===== src/rtl/fpu_sched.sv =====
// fpu_sched - issue scheduler and writeback sequencer for the multi-latency FPU.
//
// Accepts one FP op per cycle from decode over a valid/ready handshake.
// An op is held back on RAW/WAW register hazards and when its writeback
// would land on a cycle that already has a writeback booked. Each accepted
// op is presented to the datapath one cycle later (iss_*). The matching
// register-file write (wb_*) is presented exactly L cycles after acceptance,
// where L is the latency of the op's ctrl code.
//
// Ports:
//   clk, rst            clock; synchronous active-high reset
//   flush               synchronous kill of every in-flight op
//   in_valid/in_ready   decode handshake; the op is accepted when both are high
//   in_ctrl, in_dd      op code and destination register
//   in_ds, in_dt        source registers, qualified by in_ds_used/in_dt_used
//   iss_valid/ctrl/dd   registered issue of the accepted op to the datapath
//   wb_valid/addr/ctrl  registered register-file write that is due this cycle
//   idle                no booked writebacks and no pending registers
module fpu_sched #(
   parameter int LAT_ADD  = 2,
   parameter int LAT_MUL  = 2,
   parameter int LAT_INV  = 4,
   parameter int LAT_SQRT = 4,
   parameter int LAT_CVT  = 2,
   parameter int MAXLAT   = 7
) (
   input  logic       clk,
   input  logic       rst,
   input  logic       flush,
   input  logic       in_valid,
   output logic       in_ready,
   input  logic [3:0] in_ctrl,
   input  logic [5:0] in_dd,
   input  logic [5:0] in_ds,
   input  logic [5:0] in_dt,
   input  logic       in_ds_used,
   input  logic       in_dt_used,
   output logic       iss_valid,
   output logic [3:0] iss_ctrl,
   output logic [5:0] iss_dd,
   output logic       wb_valid,
   output logic [5:0] wb_addr,
   output logic [3:0] wb_ctrl,
   output logic       idle
);

   // rsv_q[k]: a writeback is presented k cycles from now. Slot 0 is the
   // writeback of the current cycle, so it directly drives wb_*.
   logic [MAXLAT-1:0]      rsv_q, rsv_d;
   logic [MAXLAT-1:0][5:0] tag_addr_q, tag_addr_d;
   logic [MAXLAT-1:0][3:0] tag_ctrl_q, tag_ctrl_d;
   logic [63:0]            pend_q, pend_d;

   logic       iss_valid_q;
   logic [3:0] iss_ctrl_q;
   logic [5:0] iss_dd_q;

   int          lat_s;
   logic        writer_s;
   logic        coll_s;
   logic        src_hz_s;
   logic        ready_s;
   logic        fire_s;
   logic [63:0] pend_set_s;
   logic [63:0] pend_clr_s;

   // Result latency of each op code; ops without a pipelined unit take 1.
   function automatic int lat_of(input logic [3:0] c);
      case (c)
         4'd1, 4'd2:  lat_of = LAT_ADD;
         4'd3:        lat_of = LAT_MUL;
         4'd4:        lat_of = LAT_INV;
         4'd5:        lat_of = LAT_SQRT;
         4'd9, 4'd10: lat_of = LAT_CVT;
         default:     lat_of = 1;
      endcase
   endfunction

   // Hazard and writeback-collision checks that form the ready decision.
   always_comb begin
      lat_s    = lat_of(in_ctrl);
      writer_s = (in_ctrl != 4'd0) && (in_ctrl != 4'd15) && (in_dd != 6'd0);
      // Slot L right now becomes slot L-1 after the edge, which is where a new
      // reservation would be placed. L == MAXLAT matches no slot, so it never collides.
      coll_s   = 1'b0;
      for (int k = 0; k < MAXLAT; k++) begin
         coll_s = coll_s | (rsv_q[k] & (lat_s == k));
      end
      src_hz_s = (in_ds_used && pend_q[in_ds]) || (in_dt_used && pend_q[in_dt]);
      ready_s  = !rst && !flush && !src_hz_s && !(writer_s && (pend_q[in_dd] || coll_s));
      fire_s   = in_valid && ready_s;
   end

   // Next state of the reservation window, its tags and the scoreboard.
   always_comb begin
      for (int k = 0; k < MAXLAT - 1; k++) begin
         rsv_d[k]      = rsv_q[k+1];
         tag_addr_d[k] = tag_addr_q[k+1];
         tag_ctrl_d[k] = tag_ctrl_q[k+1];
      end
      rsv_d[MAXLAT-1]      = 1'b0;
      tag_addr_d[MAXLAT-1] = 6'd0;
      tag_ctrl_d[MAXLAT-1] = 4'd0;
      // Book the new writeback so that it reaches slot 0 exactly L cycles after the fire cycle.
      for (int k = 0; k < MAXLAT; k++) begin
         rsv_d[k]      = rsv_d[k] | (fire_s && writer_s && (lat_s == k + 1));
         tag_addr_d[k] = (fire_s && writer_s && (lat_s == k + 1)) ? in_dd   : tag_addr_d[k];
         tag_ctrl_d[k] = (fire_s && writer_s && (lat_s == k + 1)) ? in_ctrl : tag_ctrl_d[k];
      end
      // The register being written back this cycle frees up at this edge; the
      // set can never hit the same register because a WAW hazard stalls.
      pend_clr_s = rsv_q[0] ? (64'd1 << tag_addr_q[0]) : 64'd0;
      pend_set_s = (fire_s && writer_s) ? (64'd1 << in_dd) : 64'd0;
      pend_d     = (pend_q & ~pend_clr_s) | pend_set_s;
   end

   // State registers; reset and flush both discard every in-flight op.
   always_ff @(posedge clk) begin
      if (rst || flush) begin
         rsv_q       <= '0;
         tag_addr_q  <= '0;
         tag_ctrl_q  <= '0;
         pend_q      <= 64'd0;
         iss_valid_q <= 1'b0;
         iss_ctrl_q  <= 4'd0;
         iss_dd_q    <= 6'd0;
      end else begin
         rsv_q       <= rsv_d;
         tag_addr_q  <= tag_addr_d;
         tag_ctrl_q  <= tag_ctrl_d;
         pend_q      <= pend_d;
         iss_valid_q <= fire_s;
         if (fire_s) begin
            iss_ctrl_q <= in_ctrl;
            iss_dd_q   <= in_dd;
         end
      end
   end

   assign in_ready  = ready_s;
   assign iss_valid = iss_valid_q;
   assign iss_ctrl  = iss_ctrl_q;
   assign iss_dd    = iss_dd_q;
   assign wb_valid  = rsv_q[0];
   assign wb_addr   = tag_addr_q[0];
   assign wb_ctrl   = tag_ctrl_q[0];
   assign idle      = (rsv_q == '0) && (pend_q == 64'd0);

endmodule

===== config.mk =====
export PLATFORM = sky130hd
export DESIGN_NAME = fpu_sched
export DESIGN_NICKNAME = d
export VERILOG_FILES = /design/src/rtl/fpu_sched.sv
export SDC_FILE = /design/constraint.sdc
export NUM_CORES = 1
export LEC_CHECK = 0
export ABC_CLOCK_PERIOD_IN_PS = 3700
export BUFFER_PORTS_ARGS = -buffer_cell sky130_fd_sc_hd__buf_2
export CAP_MARGIN = 20
export CORE_MARGIN = 2
export CORE_UTILIZATION = 60
export DETAILED_ROUTE_END_ITERATION = 16
export GPL_TIMING_DRIVEN = 1
export PLACE_DENSITY = 0.79
export SYNTH_ARGS = -nofsm -noshare
export SYNTH_HDL_FRONTEND = slang
export SYNTH_SLANG_ARGS = --single-unit

===== constraint.sdc =====
create_clock -name clk -period 3.7 [get_ports clk]
set_clock_uncertainty 0.2 [all_clocks]
set_input_delay 0.185 -clock clk [delete_from_list [all_inputs] [get_ports clk]]
set_output_delay 0.185 -clock clk [all_outputs]
set_load 0.03 [all_outputs]

==> impl_metrics.yaml <==
critical_path:
  crit_chain: "mux4_2, mux2_2, mux4_2, nand3_1, o31a_1, nand2_1, nor2_1, buf_2"
  critPathRequiredTime_ns: 3.31
  crit_path_start_kind: "flop"
  crit_slowest_cell: "mux4_2"
  crit_type: "reg -> out"
  cp_max_fo: 9
  path_buf_inv: 1
  endpoint_kind: "output pin"
  worst_ep_arrival_time_ns: 2.96
  cp_top_family: "multiplexers"
  cpPeakStageDelay_ns: 0.50
  cp_common_cell: "mux4_2"
cts:
  cts_tree: "yes"
  cts_made_buffers: 17
  cts_max_path_buffers: 2
  cts_max_level: 4
  cts_num_sinks: 152
  clk_pin_slew_ns: 0.06
  post_cts.resized_instances: 0
  worstSkewPairLatency_ns: 0.43
  root_buffer: "clkbuf_16"
logic_synthesis:
  ys_seq_area_frac: 0.411
  synth.most_common_cell: "dfxtp_1"
  synth_edf_count: 0
  synth_flop_cell: "dfxtp_1"
  netlist.area_leader.share: 0.411
  yosys-top-cells-area: "dfxtp_1 41%, mux4_2 14%, o211ai_1 6.6%"
  yosysWarningCount: 0
  syn_avg_cell_area_um2: 10.5
  ys_types: 50
  ys_seq_elements: 152
  async_flop_share: 0
  synth_cells: 706
  synth_top_cell_by_area: "dfxtp_1"
  synthTopCellsByCount: "152 x dfxtp_1, 70 x nand2_1, 65 x o211ai_1"
  synth_area_um2: 7410
power_and_ir_drop:
  finalPower_mw: 3.68
  swShare: 0.248
  power_frac_seq: 0.452
  pwr-share-comb: 0.075
  cellPowerDensity_nw_per_um2: 441
  netSwitchingPower_mw: 0.912
  p_leak_nw: 3.26
  peakVddDrop_uv: 363
  intPower_mw: 2.77
  p_clk_frac: 0.474
timing:
  post-route-min-period_ns: 3.35
  setup_slack_ns: 0.353
  hold_viol_final: 0
  worstMarginPinSlew_ns: 1.07
  clock.fmax_mhz: 299
  rsz0062_at_grt: "no"
  timing.final.crit_share: 0.905
  setup_viol: 0
  final_max_slew_viol_count: 0
  max-slew-margin-rel: 0.284
  fin_tns_setup_ns: 0
routing:
  wl_um: 22500
  wire_per_inst_um: 25.2
  drcViolationCount: 0
  vias: 6445
  dr.first_iter.drc_count: 996
  routed_via_density: 7.21
  ant_nets: 0
  dr.pass1.iters: 6
grt:
  grt_max_degree: 78
  grtUsageTotal: 0.349
  grt_overflow: 0
  grt_pass1_wl_um: 34600
  grt_pass1_vias: 6153
  antenna_found_initial: 0
place:
  io_buffer_count: 51
  pre_cts_ws_ns: 0.348
  hpwl_um: 15800
  placedCellCount: 856
  gp_congestion: 1.00
floorplan:
  dieArea_um2: 13200
  fp.dieW_um: 115
  die_h_um: 115
  pin_count: 52
  row_count: 40
  start_util: 0.617
  core_um2: 12000
layout:
  instances_no_fill: 894
  diodes: 0
  drive_gt1_frac: 0.210
  syn2layout_area_growth_pct: 12.6
  nets: 762
  post-route-util: 0.694
hold_path:
  hold_path_class: "in -> reg"
outcome:
  outcome: "finished, final reports clean"
flow_run:
  drv_cap: 0
[per-layer routing]
| metal | share of wire | vias up | wire length (um) | global-route usage |
|---|---|---|---|---|
| met1 | 0.38 | 3077 | 8540 | 0.453 |
| li1 | - | 2796 | - | - |
| met5 | 0 | - | 0 | 0 |
| met3 | 0.15 | 86 | 3450 | 0.159 |
| met4 | 0.029 | 0 | 664 | 0.137 |
| met2 | 0.44 | 486 | 9870 | 0.510 |
[layout by cell type, fill, tap and decap left out, drive strengths merged, types with 7 or more instances in the layout]
cell      n
nand3    22
o41ai    38
and2     34
conb     11
nand4     8
buf      63
nor2     15
nand2    70
a21oi     9
nor2b     8
o31ai    27
inv      16
mux2      7
mux4     47
mux2i    47
dfxtp   152
clkbuf   18
o211ai   65
nor4     18
[cells by family (layout without fill, tap and decap cells)]
logic type      Yosys count  in the layout  share of synthesized area
simple gates            210            210                      0.151
compound gates          162            162                      0.171
flops                   152            152                      0.411
mux                     101            101                      0.217
buf+inv                  80            111                     0.0490
other cells               1             11                   0.000506
[final cells by class]
cell class	count	area [um2]
multi-input combinational	484	4050
fill	896	3670
sequential	152	3040
clock buffer	18	439
timing repair buffer	69	430
tap	147	184
clock inverter	14	163
inverter	10	37.5
[sequential cells by signal (all words and copies together) (netlist names), 4 cells and up]
signal / flops
iss_ctrl: 4
tag_ctrl_q: 24
iss_dd: 6
rsv_q: 7
wb_ctrl: 4
wb_addr: 6
tag_addr_q: 36
pend_q: 64
[power groups by stage]
| stage | registers (mW) | clock network, mW | logic [mW] |
|---|---|---|---|
| after floorplan | 1.70 | 0 | 0.182 |
| after global placement | 1.70 | 0 | 0.255 |
| after detailed placement | 1.70 | 0 | 0.262 |
| after CTS | 1.66 | 1.76 | 0.268 |
| after global routing | 1.66 | 1.82 | 0.292 |
| final | 1.66 | 1.74 | 0.275 |
[timing repair]
item,4_1_cts,5_1_grt
hold buffers,6,0
setup buffers,0,0
endpoints found under the hold margin,13,0
[tightest hold or removal path: stages]
cell	delay (ns)
buf_2	0.15
inv_1	0.14
mux2i_1	0.14
[per-stage QoR]
stage / cell area (um2) / hold WS (ns)
2_1_floorplan: 7440 / 0.181
3_3_place_gp: 7680 / 0.207
3_5_place_dp: 7680 / 0.214
4_1_cts: 8340 / 0.0141
5_1_grt: 8340 / 0.0370
6_report: 8340 / 0.0227
[final timing paths]
path / end / from / slack, ns / depth (start not counted)
max: in_ready / pend_q[48]$_SDFF_PP0_ / 0.35 / 8
min: wb_ctrl[0]$_SDFF_PP0_ / in_ctrl[0] / 0.02 / 3
max reg2reg: pend_q[56]$_SDFF_PP0_ / pend_q[48]$_SDFF_PP0_ / 0.40 / 8
min reg2reg: tag_ctrl_q[22]$_SDFF_PP0_ / tag_ctrl_q[26]$_SDFF_PP0_ / 0.22 / 1
Power figures use the tool's default switching activity.
